==> config.mk <==
export PLATFORM = sky130hd
export DESIGN_NAME = sync_fifo
export DESIGN_NICKNAME = d
export VERILOG_FILES = /design/src/rtl/sync_fifo.sv
export SDC_FILE = /design/constraint.sdc
export NUM_CORES = 1
export LEC_CHECK = 0
export CAP_MARGIN = 10
export CORE_MARGIN = 2
export CORE_UTILIZATION = 59
export DETAILED_ROUTE_END_ITERATION = 10
export PLACE_DENSITY = 0.79
export SYNTH_ARGS = -nofsm -noshare
export SYNTH_HDL_FRONTEND = slang
export SYNTH_SLANG_ARGS = --single-unit
==> constraint.sdc <==
create_clock -name clk -period 2.7 [get_ports clk]
set_input_delay 0.54 -clock clk [delete_from_list [all_inputs] [get_ports clk]]
set_output_delay 0.54 -clock clk [all_outputs]
set_load 0.03 [all_outputs]
==> src/rtl/sync_fifo.sv <==
// Single-clock FIFO with registered occupancy count, registered status flags,
// sticky overflow/underflow, and a choice of registered or fall-through read data.
`timescale 1ns/1ps

module sync_fifo #(
  parameter int DATA_SIZE  = 8,
  parameter int ADDR_SIZE  = 4,
  parameter int AFULL_LVL  = 12,
  parameter int AEMPTY_LVL = 2,
  parameter int FWFT       = 0
) (
  input  logic                 clk,
  input  logic                 rst,
  input  logic [DATA_SIZE-1:0] wdata,
  input  logic                 winc,
  input  logic                 rinc,
  output logic [DATA_SIZE-1:0] rdata,
  output logic                 wfull,
  output logic                 walmost_full,
  output logic                 rempty,
  output logic                 ralmost_empty,
  output logic [ADDR_SIZE:0]   count,
  output logic                 overflow,
  output logic                 underflow
);

  localparam int DEPTH = 1 << ADDR_SIZE;

  typedef logic [ADDR_SIZE:0] ptr_t;

  localparam ptr_t FULL_CNT   = ptr_t'(DEPTH);
  localparam ptr_t AFULL_CNT  = ptr_t'(AFULL_LVL);
  localparam ptr_t AEMPTY_CNT = ptr_t'(AEMPTY_LVL);

  logic [DATA_SIZE-1:0] mem [DEPTH];
  ptr_t                 wptr;
  ptr_t                 rptr;
  ptr_t                 count_next;
  logic                 wr_ok;
  logic                 rd_ok;
  logic [ADDR_SIZE-1:0] waddr;
  logic [ADDR_SIZE-1:0] raddr;

  // Acceptance looks only at the registered flags, so a full FIFO refuses a
  // write even when a read frees a slot on the same edge (and vice versa).
  assign wr_ok = winc & ~wfull;
  assign rd_ok = rinc & ~rempty;
  assign waddr = wptr[ADDR_SIZE-1:0];
  assign raddr = rptr[ADDR_SIZE-1:0];

  always_comb begin
    // NOTE: default assignment first so every path drives count_next; no latch.
    count_next = count;
    case ({wr_ok, rd_ok})
      2'b10:   count_next = count + ptr_t'(1);
      2'b01:   count_next = count - ptr_t'(1);
      default: ;
    endcase
  end

  always_ff @(posedge clk) begin
    // NOTE: non-blocking assignments for all state so every register samples
    // pre-edge values regardless of statement order.
    if (rst) begin
      wptr          <= '0;
      rptr          <= '0;
      count         <= '0;
      wfull         <= 1'b0;
      walmost_full  <= 1'b0;
      rempty        <= 1'b1;
      ralmost_empty <= 1'b1;
      overflow      <= 1'b0;
      underflow     <= 1'b0;
    end else begin
      if (wr_ok) wptr <= wptr + ptr_t'(1);
      if (rd_ok) rptr <= rptr + ptr_t'(1);
      count         <= count_next;
      wfull         <= (count_next == FULL_CNT);
      walmost_full  <= (count_next >= AFULL_CNT);
      rempty        <= (count_next == '0);
      ralmost_empty <= (count_next <= AEMPTY_CNT);
      if (winc && wfull)  overflow  <= 1'b1;
      if (rinc && rempty) underflow <= 1'b1;
    end
  end

  // NOTE: storage array has no reset; stale words are unreachable once the
  // pointers are cleared, and leaving it unreset lets it map onto RAM.
  always_ff @(posedge clk) begin
    if (wr_ok && !rst) mem[waddr] <= wdata;
  end

  generate
    if (FWFT != 0) begin : g_fwft
      assign rdata = rempty ? '0 : mem[raddr];
    end else begin : g_registered
      always_ff @(posedge clk) begin
        if (rst)        rdata <= '0;
        else if (rd_ok) rdata <= mem[raddr];
      end
    end
  endgenerate

endmodule

==> reports/results.ini <==
[synth]
syn_area_um2 = 6250
synthTopCellsByArea = edfxtp_1 (62%), dfxtp_1 (8.7%), mux4_1 (6.7%), mux4_2 (5.8%), nor2_1 (2.4%)
synth_top_area_cell = edfxtp_1
ys_seq_elements = 155
synth_common_cells = edfxtp_1 (128), nor2_1 (40), dfxtp_1 (27)
synth.distinct_cells = 43
yosysMostFrequentCell = edfxtp_1
syn-instance-count = 366
synth_area_per_cell_um2 = 17.1
async_reset_ff_share_pct = 0
yosysTopAreaCellShare_pct = 61.5
ys_warn_count = 0
synthesis.nets = 385
synth_edf_count = 128
yosys_most_used_dff = edfxtp_1
synth_seq_area_share_pct = 70.2

[sta]
relSlewSlack_pct = 57.2
whs_ns = 0.477
clock-skew-final_ns = 0.00760
worst_pin_slew_ns = 0.640
setup_viol = 0
min_period_ns = 2.46
drv_slew = 0
timing.final.crit_share_pct = 91.2
tns_ns = 0
fin_ws_ns = 0.239
rsz0062_at_grt = no
timing.fmax_mhz = 406
hold_viol_final = 0

[floorplan]
die_x_um = 107
dieArea_um2 = 11400
die_h_um = 107
core-area_um2 = 10300
io_pins = 31
initial_core_util_pct = 60.5
fp-row-count = 37

[layout]
antenna_cells = 0
syn2layout_area_growth_pct = 18.5
finish.utilization_pct = 71.7
instances_no_fill = 575
drive_gt1_share_pct = 20.0
num-fill-cells = 594
nets = 445

[critical_path]
worstPathMaxFanout = 4
startpoint_type = primary input
path_cells = clkdlybuf4s50_1, nor2b_1, clkinv_2, nand2_1, xnor2_1, ha_1, a21oi_1, a21boi_2, buf_4, nor4_1, nor2_1, a41o_1
cpPeakStageDelay_ns = 0.47
rrSetupSlack_ns = 0.42
path_class = primary input to register
cp.required_ns = 3.10
r2r_end = ralmost_empty
rr_worst_depth = 11
endpoint_kind = register
slowest_stage = clkdlybuf4s50_1
crit_arrival_ns = 2.86
r2r-start = wfull

[routing]
first_iter_violations = 336
viasPerCell = 6.18
wire_per_inst_um = 21.5
num_vias = 3551
drc = 0
routed_wl_um = 12400
drt_pre_antenna_iters = 5
postRouteAntennaNets = 0

[worst_hold_path]
hp-class = register to register
hold-path-cell-count = 2
hold_end = underflow
hold_start = underflow

[clock_network]
cts-resized-gates = 0
post-cts-setup-buffers = 0
cts_sinks = 155
ctsRootBufferMaster = clkbuf_8
cts_tree = yes
cts_buffer_depth = 2
numCtsBuffers = 17
htree_levels = 4
postCtsHoldBufs = 0
insertion_delay_ns = 0.51
clk_pin_slew_ns = 0.06

[global_route]
antenna_found_initial = 0
grt.total_usage_pct = 23.9
grt_pass1_vias = 3510
grt_pass1_wl_um = 19500
grt_max_degree = 36
overflow = 0

[placed_design]
dpl.cell_count = 543
dp_hpwl_um = 7820
gp_congestion = 0.837
portBuffers = 30
dpl_worst_slack_ns = -0.171

[run]
max_cap_violations = 0

[run_status]
outcome = finished clean

[pwr]
pwr_density_cell_nw_per_um2 = 842
leakage_nw = 2.51
ir_drop_mv = 0.555

worst max-delay path, delay by kind of cell:
family | cells | cell delay, ns
fa+ha+maj | 1 | 0.21
compound gates | 3 | 0.49
simple gates | 4 | 0.80
xor+xnor | 1 | 0.11
buf+inv | 3 | 0.70
sequential cells by signal (all words and copies together), names as in the netlist:
| name | cells |
|---|---|
| wptr | 4 |
| rdata | 8 |
| wfull | 1 |
| underflow | 1 |
| walmost_full | 1 |
| count | 5 |
| rempty | 1 |
| rptr | 4 |
| mem | 128 |
| ralmost_empty | 1 |
| overflow | 1 |
how the worst max path moves through the flow:
stage          startpoint       endpoint  slack [ns]  cells after the start
3_3_place_gp         winc         rempty       -0.10                     11
2_1_floorplan        winc         rempty        0.33                     11
4_1_cts              winc  ralmost_empty        0.27                     12
6_report             winc  ralmost_empty        0.24                     12
5_1_grt              winc  ralmost_empty        0.12                     12
3_5_place_dp         winc  ralmost_empty       -0.17                     12
stage by stage:
stage	power (mW)	cell area, um^2
finish	6.23	7410
global route	6.46	7410
CTS	6.25	7410
detailed placement	3.93	6820
global placement	3.89	6820
floorplan	3.58	6250
cells in the final DEF (no fill, tap or decap), types with 2 or more instances in the layout:
master           instances
o2111ai_1                2
nor2b_1                  5
xor2_1                   5
clkbuf_16               16
bufinv_16                3
nand4_1                  3
nor2_1                  40
a31oi_1                  2
clkdlybuf4s50_1         30
inv_6                    2
nor3_1                   7
a22oi_1                 16
clkinv_2                 4
o22ai_1                  2
inv_1                    3
a41o_1                   2
mux4_1                  16
clkinvlp_4               3
xnor2_1                  3
clkinv_4                 3
mux4_2                  16
edfxtp_1               128
nand2b_1                 3
ha_1                     7
dfxtp_1                 26
o31ai_1                  2
buf_4                   34
nand2_1                 15
a21oi_1                 24
cells by family after synthesis:
logic type,synth area share [%]
compound gates,5.85
xor+xnor,1.38
mux,12.5
fa+ha+maj,1.40
simple gates,5.85
flops,70.2
buf+inv,2.84
routing by layer:
metal  track usage [%]  routed length (um)  up-vias
met3              6.02                 952       25
li1                  -                   -     1567
met4              8.53                 275        0
met5                 0                   0        -
met2              38.3                6110      194
met1              32.4                5030     1765
layout make-up:
cell class / count / area, um^2 / area share [%]
clock buffers: 18 / 418 / 5.64
multi-input cells: 183 / 1690 / 22.8
clock inverters: 14 / 171 / 2.31
repair buffers: 64 / 556 / 7.50
flip-flops and latches: 155 / 4390 / 59.2
well taps: 136 / 170 / 2.30
inverters: 5 / 20.0 / 0.270
power by group:
part	internal [mW]	switching [mW]	total [mW]
clock	1.41	0.917	2.33
sequential	2.68	0.110	2.79
combinational	0.517	0.595	1.11
(Power assumes the default switching activity.)
